### config.mk
export PLATFORM = sky130hd
export DESIGN_NAME = serializador_piso
export DESIGN_NICKNAME = d
export VERILOG_FILES = /design/src/rtl/serializador_pkg.sv /design/src/rtl/contador_bits.sv /design/src/rtl/serializador_piso.sv
export SDC_FILE = /design/constraint.sdc
export NUM_CORES = 1
export LEC_CHECK = 0
export BUFFER_PORTS_ARGS = -buffer_cell sky130_fd_sc_hd__buf_4
export CORE_AREA = 5 5 42 44
export DETAILED_ROUTE_END_ITERATION = 8
export DIE_AREA = 0 0 47 49
export GPL_ROUTABILITY_DRIVEN = 0
export PLACE_DENSITY = 0.69
export SLEW_MARGIN = 20
export SYNTH_ARGS = -nofsm -noshare
export SYNTH_HDL_FRONTEND = slang
export SYNTH_SLANG_ARGS = --single-unit
### constraint.sdc
create_clock -name CLK -period 1.5 [get_ports CLK]
set_input_delay 0.075 -clock CLK [delete_from_list [all_inputs] [get_ports CLK]]
set_output_delay 0.075 -clock CLK [all_outputs]
set_load 0.01 [all_outputs]
### src/rtl/serializador_pkg.sv
// Shared types and helpers for the PISO serializer and its bit counter.
package serializador_pkg;

    typedef enum logic {
        StIdle  = 1'b0,
        StShift = 1'b1
    } estado_e;

    // Counter width for 0..width-1; never narrower than one bit.
    function automatic int unsigned cnt_width(input int unsigned width);
        return (width > 1) ? $clog2(width) : 1;
    endfunction

endpackage

### src/rtl/contador_bits.sv
// Bit counter for the serializer: counts consumed bits, flags the last one.
module contador_bits
    import serializador_pkg::*;
#(
    parameter int unsigned WIDTH = 4
) (
    input  logic clk_i,
    input  logic rst_ni,
    input  logic clr_i,
    input  logic en_i,
    output logic tc_o
);

    localparam int unsigned CntW = cnt_width(WIDTH);

    logic [CntW-1:0] count_d, count_q;

    always_comb begin
        count_d = count_q;
        if (clr_i) begin
            count_d = '0;
        end else if (en_i) begin
            count_d = count_q + CntW'(1);
        end
    end

    always_ff @(posedge clk_i or negedge rst_ni) begin
        if (!rst_ni) begin
            count_q <= '0;
        end else begin
            count_q <= count_d;
        end
    end

    assign tc_o = (count_q == CntW'(WIDTH - 1));

endmodule

### src/rtl/serializador_piso.sv
// Parallel-in/serial-out transmitter with Ready/Load handshake and Shift_en pacing.
module serializador_piso
    import serializador_pkg::*;
#(
    parameter int unsigned WIDTH     = 4,
    parameter bit          LSB_FIRST = 1'b1
) (
    input  logic             CLK,
    input  logic             Reset_n,
    input  logic             Load,
    input  logic [WIDTH-1:0] Data_in,
    input  logic             Shift_en,
    output logic             Ready,
    output logic             Shift_out,
    output logic             Shift_valid,
    output logic             Done
);

    estado_e          state_d, state_q;
    logic [WIDTH-1:0] hold_d, hold_q;
    logic             shift_out_d, shift_out_q;
    logic             shift_valid_d, shift_valid_q;
    logic             done_d, done_q;

    logic cnt_tc;
    logic cnt_en;
    logic cnt_clr;
    logic last_bit;
    logic accept;

    // Ready opens on the last consumed bit so a new word can follow with no gap.
    assign last_bit = (state_q == StShift) && Shift_en && cnt_tc;
    assign Ready    = (state_q == StIdle) || last_bit;
    assign accept   = Load && Ready;
    assign cnt_en   = (state_q == StShift) && Shift_en;
    assign cnt_clr  = accept || last_bit;

    contador_bits #(
        .WIDTH(WIDTH)
    ) u_contador (
        .clk_i (CLK),
        .rst_ni(Reset_n),
        .clr_i (cnt_clr),
        .en_i  (cnt_en),
        .tc_o  (cnt_tc)
    );

    always_comb begin
        state_d = state_q;
        hold_d  = hold_q;
        done_d  = 1'b0;
        case (state_q)
            StIdle: begin
                if (Load) begin
                    hold_d  = Data_in;
                    state_d = StShift;
                end
            end
            StShift: begin
                if (Shift_en) begin
                    hold_d = LSB_FIRST ? (hold_q >> 1) : (hold_q << 1);
                    if (cnt_tc) begin
                        done_d = 1'b1;
                        if (Load) begin
                            hold_d = Data_in;
                        end else begin
                            state_d = StIdle;
                        end
                    end
                end
            end
        endcase
        // Outputs are precomputed from next state so they are registered yet cycle-exact.
        shift_valid_d = (state_d == StShift);
        shift_out_d   = shift_valid_d & (LSB_FIRST ? hold_d[0] : hold_d[WIDTH-1]);
    end

    always_ff @(posedge CLK or negedge Reset_n) begin
        if (!Reset_n) begin
            state_q       <= StIdle;
            hold_q        <= '0;
            shift_out_q   <= 1'b0;
            shift_valid_q <= 1'b0;
            done_q        <= 1'b0;
        end else begin
            state_q       <= state_d;
            hold_q        <= hold_d;
            shift_out_q   <= shift_out_d;
            shift_valid_q <= shift_valid_d;
            done_q        <= done_d;
        end
    end

    assign Shift_out   = shift_out_q;
    assign Shift_valid = shift_valid_q;
    assign Done        = done_q;

endmodule

* Word level (Yosys, flattened, before mapping)
Cells that the tools add are included.
Operators by class: bitwise operators 2, muxes and demuxes 14, divide/modulo/power cells 0, equal/unequal tests 3, multiply operators 0, reductions and logical operators 7, $lt $le $gt $ge 0, add/sub/neg operators 1, shift-type cells 0
Operator list (count):
- 4-bit 2-to-1 mux | 4
- 4-bit one-hot mux with 2 select lines | 1
- 1-bit 2-to-1 mux | 6
- 2-bit 2-to-1 mux | 2
- 2-bit inequality test (second input constant) | 2
- 1-bit logical AND | 3
- 2-bit by 1-bit adder with 2-bit output (second input constant) | 1
- 2-bit equality test (second input constant) | 1
- 1-bit logical OR | 2
- 1-bit one-hot mux with 2 select lines | 1
- 2-bit AND reduction | 1
- 2-bit nonzero test | 1
- 1-bit bitwise AND | 1
- 1-bit inverter | 1
Word-level totals: memory bits (writable) 0, bits of input ports 8, register bits after elaboration 9, word-level logic and storage cells 33, bits in latches 0, memories kept 0, output and inout bits 4, ROM bits 0

* Logic depth before layout (Yosys ltp)
Gate-level depths: netlist of the first run.
depth in word-level cells 6, depth in mapped cells 4, gate-level depth less buffers 4

* Modules after synthesis
From an unflattened synthesis of the first run, not the netlist that was laid out.
Unflattened totals: cells, all modules 44, area, all modules 465.4 µm²
By module, submodules not included:
- serializador_piso | instances 1, seq. area each 175.2 µm², area an instance 376.6 µm², cells an instance 37
- contador_bits | instances 1, seq. area each 50.0 µm², area an instance 88.8 µm², cells an instance 7

* Least setup slack after synthesis of the first run
OpenSTA, ideal clock, no wires.
path kind reg2reg, start register u_contador.count_q[0], end register hold_q[2], setup slack 169 ps, buffers on the path 0, data arrival time 1211 ps, library setup time 120 ps, period minus slack after synthesis 1331 ps, data required time 1380 ps, stages on the path, launching flop included 5, path through dfrtp_1 -> ha_1 -> nand2_2 -> mux2_4 -> a31o_1
Between the ends: longest elaborated chain between the ends 4
Ends and longest elaborated chain:
- start: declaration | RTL line contador_bits.sv:16 | logic [CntW-1:0] count_d, count_q;
- start signal: assignment | RTL line contador_bits.sv:31 | count_q <= count_d;
- 2-bit equality test | RTL line contador_bits.sv:35 | assign tc_o = (count_q == CntW'(WIDTH - 1));
- 4-bit 2-to-1 mux | RTL line serializador_piso.sv:62 | if (cnt_tc) begin
- 4-bit 2-to-1 mux | RTL line serializador_piso.sv:60 | if (Shift_en) begin
- 4-bit one-hot mux with 2 select lines | RTL line serializador_piso.sv:52 | case (state_q)
- end signal: assignment | RTL line serializador_piso.sv:87 | hold_q <= hold_d;
- end: declaration | RTL line serializador_piso.sv:20 | logic [WIDTH-1:0] hold_d, hold_q;
No other way between the ends. The select of a mux whose other input is x is not followed. A chain may end at the register's enable or synchronous reset.

* Worst setup path in the final report of the first run
Same ends and word-level chain as after synthesis.

==> metrics list, run 1 <==
- Clock transition at the registers of the reported paths: 60 ps
- TritonCTS built the clock tree.
- Along the worst path, the maximum fanout reaches 5.
- Cells with a size suffix above 1 make up 28.1% of the layout.
* Total clock buffers created by CTS: 3
- List of most frequent post-synthesis cells: dfrtp_1, mux2i_1, nor2_1
- In the post-synthesis netlist, the biggest area contributors are dfrtp_1, mux2i_1, ha_1.
- In the routed design, unresolved DRC markers number 0.
* Total global-route track usage: around an eighth
- Final worst clock skew: around 6.1 ps
- Post-CTS Setup Repair Bufs: 0
- In this run the static leakage power is around 0.32 nW.
- Setup repair after global routing missed its margin: false
- Count of different cell masters after synthesis: 26
- The flow ran to the end, and the final reports show no timing, DRC or antenna violations.
- The share of synthesized area in the top cell type comes to a little over two fifths.
* 1st-pass router iterations: 4
- Max-cap viol count: 0
- Setup slack on the worst flop-to-flop path: around 110 ps
* Slew at the pin closest to its max-slew limit: 284 ps
- Mapped Avg Cell Area: around 10 sq um
- Most instantiated library cell after synthesis: dfrtp_1
- Dividing total power by cell area gives a power density of 1530 nW/um^2.
- The mapped netlist covers between 500 and 600 sq um.
- From bottom edge to top edge, the die measures 49 um.
- The final route contains 431 vias.
- Total routed wirelength: between 1 and 1.5 mm
- Post-synthesis to final-layout area growth: 24.6%
* Placement Rows: 14
* Fmax achieved: 0.718 GHz
* Die Footprint: 2300 sq um
- In the final design database the tool counted 75 nets.
- Kind of start point of the critical path: flop
- Counting every instance in the synthesized netlist gives 50.
- Post-synthesis async set-or-reset flop share: 100%
- Clock latency on the worst-skew pair: 270 ps
- Excluding fillers, the count of instances in the completed layout stands at 80.
- Terminating pin of the worst hold path: hold_q[3]
* #FFs+latches synth: 9
* Number of I/O port buffers: 11
- Detailed placement ended at an HPWL of 751 um.
- Pin count of the biggest net entering global routing: 16
* Hold violation total from the final report: 0
- Once the floorplan was initialized, standard cells occupied 37.1% of the core.
- Clock sinks: 9
- The core region is 1400 sq um.
- End of the worst register-to-register path: hold_q[2]
- Hold is met by 57.5 ps.
- Number of violations reported at the end of detailed-routing iteration 0: 9
- Pins over their slew limit: 0
- Counting cells, the worst reg-to-reg path comes to 4.
- Prevailing post-synth register cell: dfrtp_1
- VDD sags by at most around 0.65 mV.
* Antenna diode count: 0
- Aggregate global routing overflow: 0
- Boundary pin count: 12
- The first global-routing pass estimated 1.91 mm of wire.
- Clock root buffer master: clkbuf_4
* Average routed wire per standard cell: 13.5 um
* Number of global-route vias before repair: 446
* Tcrit/Tclk final: 92.9%
* Number of nets produced by synthesis: 60
- Count of warnings emitted by yosys: 0
* Number of enable-type register cells in the synthesized netlist: 0
* Clock period minus worst slack: 1390 ps
- Number of endpoints failing setup at the final stage: 0
- Worst slew margin relative to its limit: 81.1%
- Data arrives at the worst endpoint at 1560 ps.
- Overall die width: 47 um
* Critical path capture point type: flop
- In the routed layout, each cell is associated on average with a via count of 5.39.
* Setup total negative slack: 0 ps
- Reg-to-reg startpoint: u_contador.count_q[0]
- In this run the number of H-tree levels came out at 1.
* Number of cells after detailed placement: 75
- Antenna violations before repair: 0
- The worst setup path is of the reg2reg kind.
- Worst min-delay path class: in2reg
- Maximum clock path buffer count: 2
- Required @ worst endpoint: 1670 ps
- Hold Crit Depth: 2
* Hold path startpoint: Data_in[3]
* Remaining antenna violation count after routing: 0
- Cell taking the most area after synthesis: dfrtp_1
* Post-synthesis sequential area ratio: 43.4%
==> metrics by stage <==
stage | area, sq um | setup slack, ps | power [W] | util, %
2_1_floorplan | 519 | 169 | 0.000668 | -
3_3_place_gp | 611 | 147 | 0.000789 | 43.6
3_5_place_dp | 611 | 123 | 0.000799 | 43.6
4_1_cts | 647 | 108 | 0.00100 | 46.2
5_1_grt | 647 | 37.5 | 0.00108 | 46.2
6_report | 647 | 107 | 0.000991 | 46.2
==> layout make-up <==
cell class	count	area [sq um]
Clock buffer	4	26.3
Fill cell	148	754
Inverter	3	11.3
Multi-Input combinational cell	34	256
Sequential cell	9	225
Tap cell	16	20.0
Timing Repair Buffer	14	108
==> per-layer routing <==
metal | global-route usage [%] | part of all wire [%] | up-vias
met3 | 4.80 | 7.1 | 7
met1 | 14.1 | 43 | 202
met5 | 0 | 0 | -
met4 | 9.68 | 3.4 | 0
met2 | 16.7 | 47 | 13
li1 | - | - | 209
==> state kept, by name (all words and copies together) (netlist names) <==
name and flops:
Done 1, Shift_out 1, Shift_valid 1, hold_q 4
u_contador.count_q 2
==> repair_timing <==
action / CTS / global route
hold buffers: 1 / 0
hold endpoints to repair: 9 / 0
gates resized for setup: 0 / 1
setup endpoints to repair: 0 / 1
==> report_power, final <==
group | internal (W) | switching, W
clock | 0.000103 | 0.0000902
combinational | 0.000222 | 0.000175
sequential | 0.000328 | 0.0000720
total | 0.000654 | 0.000338
==> worst max-delay path: stages, from the launching register on <==
cell and delay (ps):
dfrtp_1 420, ha_1 260, nand2_2 110, mux2_4 290
a31o_1 210
==> kinds of logic (layout without fill, tap and decap cells) <==
logic type	count (synthesis)	in the layout	synth area share, %
flip-flops	9	9	43.4
multiplexers	6	6	12.8
AO/OA/AOI/OAI	15	15	21.2
adder cells (fa/ha/maj)	2	2	4.82
AND/OR/NAND/NOR	11	11	10.6
buffers and inverters	7	21	7.23
==> worst max path at each step <==
stage	start	to	depth (start not counted)
after global routing	u_contador.count_q[0]	hold_q[2]	4
after floorplan	u_contador.count_q[0]	hold_q[2]	4
after CTS	u_contador.count_q[0]	hold_q[2]	4
after detailed placement	u_contador.count_q[0]	hold_q[2]	4
after global placement	u_contador.count_q[0]	hold_q[2]	4
final	u_contador.count_q[0]	hold_q[2]	4
==> cells in the final DEF, fill, tap and decap left out, drive strengths merged <==
master       instances
a31oi                1
a32o                 1
inv                  3
o22ai                1
a311o                1
nand3b               1
a311oi               1
mux2i                4
a22oi                1
clkbuf               4
o21ai                4
or3b                 1
dlygate4sd3          1
buf                 13
nand2                4
ha                   2
mux2                 2
a22o                 2
dfrtp                9
and3                 1
a21boi               1
a31o                 1
nor2                 4
o21a                 1
(Power assumes the default switching activity.)
==> run 2, diff against run 1 <==
--- a/config.mk
+++ b/config.mk
@@ -12,4 +12,5 @@
 export GPL_ROUTABILITY_DRIVEN = 0
 export PLACE_DENSITY = 0.69
+export REMOVE_ABC_BUFFERS = 1
 export SLEW_MARGIN = 20
 export SYNTH_ARGS = -nofsm -noshare
==> constraint.sdc (replaced) <==
create_clock -name CLK -period 1.5 [get_ports CLK]
set_input_delay 0.075 -clock CLK [delete_from_list [all_inputs] [get_ports CLK]]
set_output_delay 0.075 -clock CLK [all_outputs]
set_load 0.05 [all_outputs]
==> metrics list, run 2 (same netlist as run 1, synthesis figures left out) <==
- Number of global-route vias before repair: 424 (-4.9%)
* Final setup slack of the worst path: 99.8 ps (-6.91 ps)
- Number of violations reported at the end of detailed-routing iteration 0: 4 (-5)
* Required @ worst endpoint: 1650 ps (-20 ps)
* Placement Setup Slack: 110 ps (-12.5 ps)
* Cell with the largest stage delay on the worst path: dfrtp_1
* Starting density of the core: 37.1% (unchanged)
- The static leakage came to 0.318 nW (-1.3%).
- The pin count of the biggest net entering global routing is 16 (unchanged).
* Total routed wirelength: 1.03 mm (-4.4%)
- Number of remaining DRC errors: 0 (unchanged)
* 1st-pass router iterations: 4 (unchanged)
- Number of endpoints failing setup at the final stage: 0 (unchanged)
- Kind of start point of the critical path: flop
* Post-CTS Setup Repair Bufs: 0 (unchanged)
* Final worst clock skew: 3.08 ps (-3.02 ps)
- Max FFs per register: 4 (unchanged)
- Most common cell after layout, fill and taps aside: buf_4
- The clock period minus final worst setup slack is 1400 ps (+6.91 ps).
- The slew at the pin with the worst max-slew slack came to 409 ps (+125 ps).
- CTS resizes: 0 (unchanged)
- The number of routed nets with antenna violations was 0 (unchanged).
- Worst min-delay path class: in2reg
* Setup repair after global routing missed its margin: false
- The post-route fraction of the period consumed by the critical path was 93.3% (+0.46 points).
* Top library cells by usage in the layout, fill and taps aside: buf_4, dfrtp_1, mux2i_1, nor2_1
- STA classifies the critical path endpoint as a flop.
- Overall die width: 47 um (unchanged)
- Height of the chip: 49 um (unchanged)
- The overall track demand over capacity in global routing is 10.7% (-1.4 points).
* Number of nets in the layout: 74 (-1.3%)
- Fraction of layout instances using a drive strength above 1: 27.0% (-1.1 points)
- The site row count was 14 (unchanged).
- The critical path arrival was 1550 ps (about the same).
* Fmax achieved: 0.714 GHz (-0.49%)
- The max-cap violation count is 0 (unchanged).
- The total power per unit cell area came to 1680 nW/um^2 (+9.7%).
* Clock sinks: 9 (unchanged)
- Hold violation total from the final report: 0 (unchanged)
* Antenna violations before repair: 0 (unchanged)
* Critical Setup Path Class: reg2reg
- The number of buffers inserted for hold repair after clock tree synthesis came to 1 (unchanged).
- Total power draw: 0.00107 W (+8.4%)
* Ratio of routed vias to standard cells: 5.25 (-2.5%)
- Top delay family on crit path: flip-flops
- Traced cell by cell, the critical path runs through ha_1, nand2_2, mux2_4, a31o_1.
- The final instance count without filler cells is 79 (-1.3%).
* Core outline area: 1400 sq um (unchanged)
- CP max FO: 5 (unchanged)
- The largest buffer count on any clock path is 2 (unchanged).
- The number of slew-limit violations in the final report was 0 (unchanged).
- The area growth from synthesis to layout is 23.1%.
* Largest incremental delay on the critical path: 420 ps (about the same)
* Clock transition at the registers of the reported paths: 60 ps (about the same)
* Worst slew margin relative to its limit: 72.7% (-8.3 points)
* Largest reg by FF count: hold_q
- Clock latency on the worst-skew pair: 260 ps (about the same)
- CTS tree: yes
* Clock root buffer master: clkbuf_4
* Peak supply drop: 0.864 mV (+33%)
- The count of port buffers added during placement is 11 (unchanged).
- The total congestion overflow after global routing was 0 (unchanged).
* Registers with the most flip-flops: hold_q (4), u_contador.count_q (2)
* Total clock buffers created by CTS: 3 (unchanged)
- Placed wire-length estimate after detailed placement: 757 um (+0.88%)
- Outcome: finished clean
- The number of levels in the clock H-tree came to 1 (unchanged).
- Wire length of the first global-routing pass: 1.81 mm (-5.4%)
- The number of buffer and inverter instances along the worst setup path is 0 (unchanged).
* Average routed wire per standard cell: 13.1 um (-3.1%)
* Antenna diode count: 0 (unchanged)
* Boundary pin count: 12 (unchanged)
* Number of cells after detailed placement: 74 (-1.3%)
- The die outline area came to 2300 sq um (unchanged).
- The count of vias placed by the detailed router came to 415 (-3.7%).
[run 2: cell type report]
cell class	count	area [sq um]
Tap cell	16	20.0
Inverter	3	11.3
Clock buffer	4	26.3
Fill cell	152	762
Multi-Input combinational cell	34	256
Timing Repair Buffer	13	100
Sequential cell	9	225
[run 2: path summary, 6_finish.rpt]
kind,from,cells past startpoint,endpoint,slack (ps)
max,u_contador.count_q[0],4,hold_q[2],100
min,Data_in[3],2,hold_q[3],80
max reg2reg,u_contador.count_q[0],4,hold_q[2],100
min reg2reg,hold_q[3],1,hold_q[3],500
max in group asynchronous,Reset_n,2,hold_q[1],1190
min in group asynchronous,Reset_n,2,Shift_out,170
[run 2: per-layer routing]
metal  GRT usage, %  up-vias  routed length [um]
met1           13.5      193                 458
met2           15.8       10                 529
li1               -      210                   -
met5              0        -                   0
met4           8.29        0                  21
met3           1.11        2                  23
[run 2: power breakdown]
part	leakage (nW)	total, W	switching, W	internal [W]
logic	0.192	0.000483	0.000266	0.000217
registers	0.111	0.000406	0.0000778	0.000328
clock network	0.0150	0.000186	0.0000831	0.000102
total	0.318	0.00107	0.000427	0.000647
[run 2: stage by stage]
step           utilization [%]  hold slack (ps)  cell area, sq um  setup TNS, ps
2_1_floorplan                -             -221               493           -389
6_report                  45.6             79.4               639              0
5_1_grt                   45.6             73.2               639              0
3_5_place_dp              43.0            -90.0               603              0
3_3_place_gp              43.0            -95.0               603              0
4_1_cts                   45.6             68.6               639              0
==> run 3, diff against run 2 <==
- ABC_AREA: default -> 1
- PLACE_DENSITY: 0.69 -> 0.64
==> metrics list, run 3 <==
- The count of vias placed by the detailed router was 417 (+0.48%).
* Post-synthesis to final-layout area growth: 28.4%
- The worst setup skew after layout is 3.58 ps (+0.506 ps).
- Most common cell after layout, fill and taps aside: nand2_1
* End of the worst register-to-register path: Shift_out
- Height of the chip: 49 um (unchanged)
- The slew at the pin with the worst max-slew slack was 244 ps (-165 ps).
- Length of routed wiring on met1: 376 um (-18%)
* Post-CTS Setup Repair Bufs: 0 (unchanged)
- The area after detailed placement came to 558 sq um (-7.5%).
- Terminating pin of the worst hold path: hold_q[2]
- The overall track demand over capacity in global routing was 9.31% (-1.4 points).
- The critical path in this run is classified as reg2out.
* Placed wire-length estimate after detailed placement: 745 um (-1.7%)
- The total number of yosys warnings came to 0 (unchanged).
- Hold violation total from the final report: 0 (unchanged)
* Die Footprint: 2300 sq um (unchanged)
* Number of global-route vias before repair: 368 (-13%)
- The largest buffer count on any clock path was 2 (unchanged).
- Critical path capture point type: output port
* Remaining antenna violation count after routing: 0 (unchanged)
* Cell depth of the worst flop-to-flop path: 7 (+3)
- The worst setup timing slack at the placement stage was 283 ps (+173 ps).
* Aggregate global routing overflow: 0 (unchanged)
- The number of levels in the clock H-tree is 1 (unchanged).
* Tcrit/Tclk final: 93.2% (-0.11 points)
- The site row count is 14 (unchanged).
* CTS tree: yes
- The proportion of netlist area held by the largest area contributor is 48.6% (+5.3 points).
- Setup slack on the worst flop-to-flop path: 260 ps (+160 ps)
- The critical path arrival came to 1320 ps (-230 ps).
- CTS resizes: 0 (unchanged)
- Leak pwr: 0.334 nW (+5.0%)
- 1st-pass router iterations: 4 (unchanged)
* Total routed wirelength: 930 um (-10%)
- Boundary pin count: 12 (unchanged)
- CTS placed an instance of clkbuf_4 at the clock tree root.
- Outcome: finished clean
* Number of violations reported at the end of detailed-routing iteration 0: 9 (+5)
* Total power draw: 0.000994 W (-7.5%)
- Post-synth design cell area: 463 sq um (-11%)
* Required @ worst endpoint: 1420 ps (-230 ps)
- Setup repair after global routing missed its margin: false
* Setup total negative slack: 0 ps (unchanged)
- Number of I/O port buffers: 11 (unchanged)
- Pins over their slew limit: 0 (unchanged)
- The register bit count reported by yosys was 9 (unchanged).
- The proportion of layout cells with a drive suffix above 1 was 23.6% (-3.4 points).
- Number of enable-type register cells in the synthesized netlist: 0 (unchanged)
- Peak supply drop: 0.834 mV (-3.5%)
- The worst hold path begins at Data_in[2].
* Cell taking the most area after synthesis: dfrtp_1
- Clock period minus worst slack: 1400 ps (-1.66 ps)
* Ratio of routed vias to standard cells: 4.74 (-9.8%)
* Prevailing post-synth register cell: dfrtp_1
- Most instantiated library cell after synthesis: nand2_1
- The total core area is 1400 sq um (unchanged).
- The worst max-slew margin expressed relative to the limit came to 83.7% (+11 points).
- List of most frequent post-synthesis cells: nand2_1, dfrtp_1, nand3_1
- CP max FO: 8 (+3)
- The mean cell area of the mapped netlist came to 8.12 sq um (-22%).
* Max FFs per register: 4 (unchanged)
- The total power per unit cell area came to 1670 nW/um^2 (-0.47%).
- Largest reg by FF count: hold_q
- The number of nets in the finished design is 83 (+12%).
- Dominant cells by area after synthesis: dfrtp_1, nand3_1, nand2_1
* Count of different cell masters after synthesis: 16 (-38%)
* Number of endpoints failing setup at the final stage: 0 (unchanged)
* Antenna violations before repair: 0 (unchanged)
* Clock transition at the registers of the reported paths: 60 ps (about the same)
* Hold Crit Depth: 3 (+1)
- The startpoint identified for the worst register-to-register timing path is u_contador.count_q[0].
- Final setup slack of the worst path: 101 ps (+1.66 ps)
- The pin count of the biggest net entering global routing was 10 (-6).
- Average routed wire per standard cell: 10.6 um (-19%)
- Starting density of the core: 33.0% (-4.0 points)
- The number of CTS-inserted buffers came to 3 (unchanged).
* Synthesized netlist cell count: 57 (+14%)
- Clock sinks: 9 (unchanged)
- Kind of start point of the critical path: flop
- The first-pass GRT wire length was 1.47 mm (-19%).
- Overall die width: 47 um (unchanged)
* Fmax achieved: 0.715 GHz (+0.12%)
* Met3 wirelength from detailed routing: 69 um (+200%)
- Highest metal layer used by the detailed router: met4
- The DRC violations left was 0 (unchanged).
* Max-cap viol count: 0 (unchanged)
* Top library cells by usage in the layout, fill and taps aside: nand2_1, buf_4, dfrtp_1, nand3_1, inv_1
* Registers with the most flip-flops: hold_q (4), u_contador.count_q (2)
* Routed met2 length: 476 um (-10%)
- The worst hold path belongs to the class in2reg.
- The clock insertion delay at the later pin of the skew report was 260 ps (about the same).
* Post-synthesis async set-or-reset flop share: 100% (unchanged)
* Final instance area: 594 sq um (-7.0%)
* Fill cells: 146 (-3.9%)
- Post-synthesis sequential area ratio: 48.6% (+5.3 points)
- Antenna diode count: 0 (unchanged)
[run 3: cell families (layout without fill, tap and decap cells)]
logic type	after synthesis	after routing	synth area share, %
buffers and inverters	10	25	8.92
flip-flops	9	9	48.6
AND/OR/NAND/NOR	28	28	26.8
XOR/XNOR	1	1	1.89
adder cells (fa/ha/maj)	2	2	5.40
AO/OA/AOI/OAI	7	7	8.38
[run 3: layout make-up]
cell class	instances	area, sq um	area share [%]
repair buffers	12	92.6	15.6
clock buffers	4	26.3	4.42
well taps	16	20.0	3.37
inverters	9	33.8	5.68
flip-flops and latches	9	225	37.9
multi-input cells	38	196	33.1
[run 3: per-stage QoR]
stage	cells	util [%]	hold slack, ps
floorplan	56	-	-221
global placement	83	39.8	-96.5
detailed placement	83	39.8	-95.3
CTS	88	42.4	74.0
global route	88	42.4	77.2
finish	88	42.4	81.5
[run 3: timing repair]
action / CTS / global route
endpoints found under the hold margin: 9 / 0
hold buffers: 1 / 0
setup endpoints to repair: 0 / 0
[run 3: worst max path at each step]
stage / slack, ps / depth (start not counted) / endpoint / start
6_report: 100 / 5 / Ready / Shift_valid
5_1_grt: 20 / 5 / Ready / Shift_valid
4_1_cts: 100 / 5 / Ready / Shift_valid
3_5_place_dp: 280 / 7 / Shift_out / u_contador.count_q[0]
3_3_place_gp: 290 / 7 / Shift_out / u_contador.count_q[0]
2_1_floorplan: -190 / 6 / hold_q[3] / Shift_valid
[run 3: metal layers]
metal  GRT usage, %  vias up
met3           7.38        2
met1           9.28      194
met2           13.8        8
li1               -      213
met5              0        -
met4           4.15        0
[run 3: critical path, cell delays in order (launching register included)]
cell and delay [ps]:
dfrtp_1 470, nand2_2 140, inv_2 110, nand2_2 60, nand2_1 80, buf_4 200
[run 3: where the power goes]
group / total (W) / internal [W] / leakage (nW) / switching (W)
Clock: 0.000183 / 0.000102 / 0.0150 / 0.0000803
Combinational: 0.000423 / 0.000147 / 0.207 / 0.000276
Sequential: 0.000388 / 0.000330 / 0.111 / 0.0000580
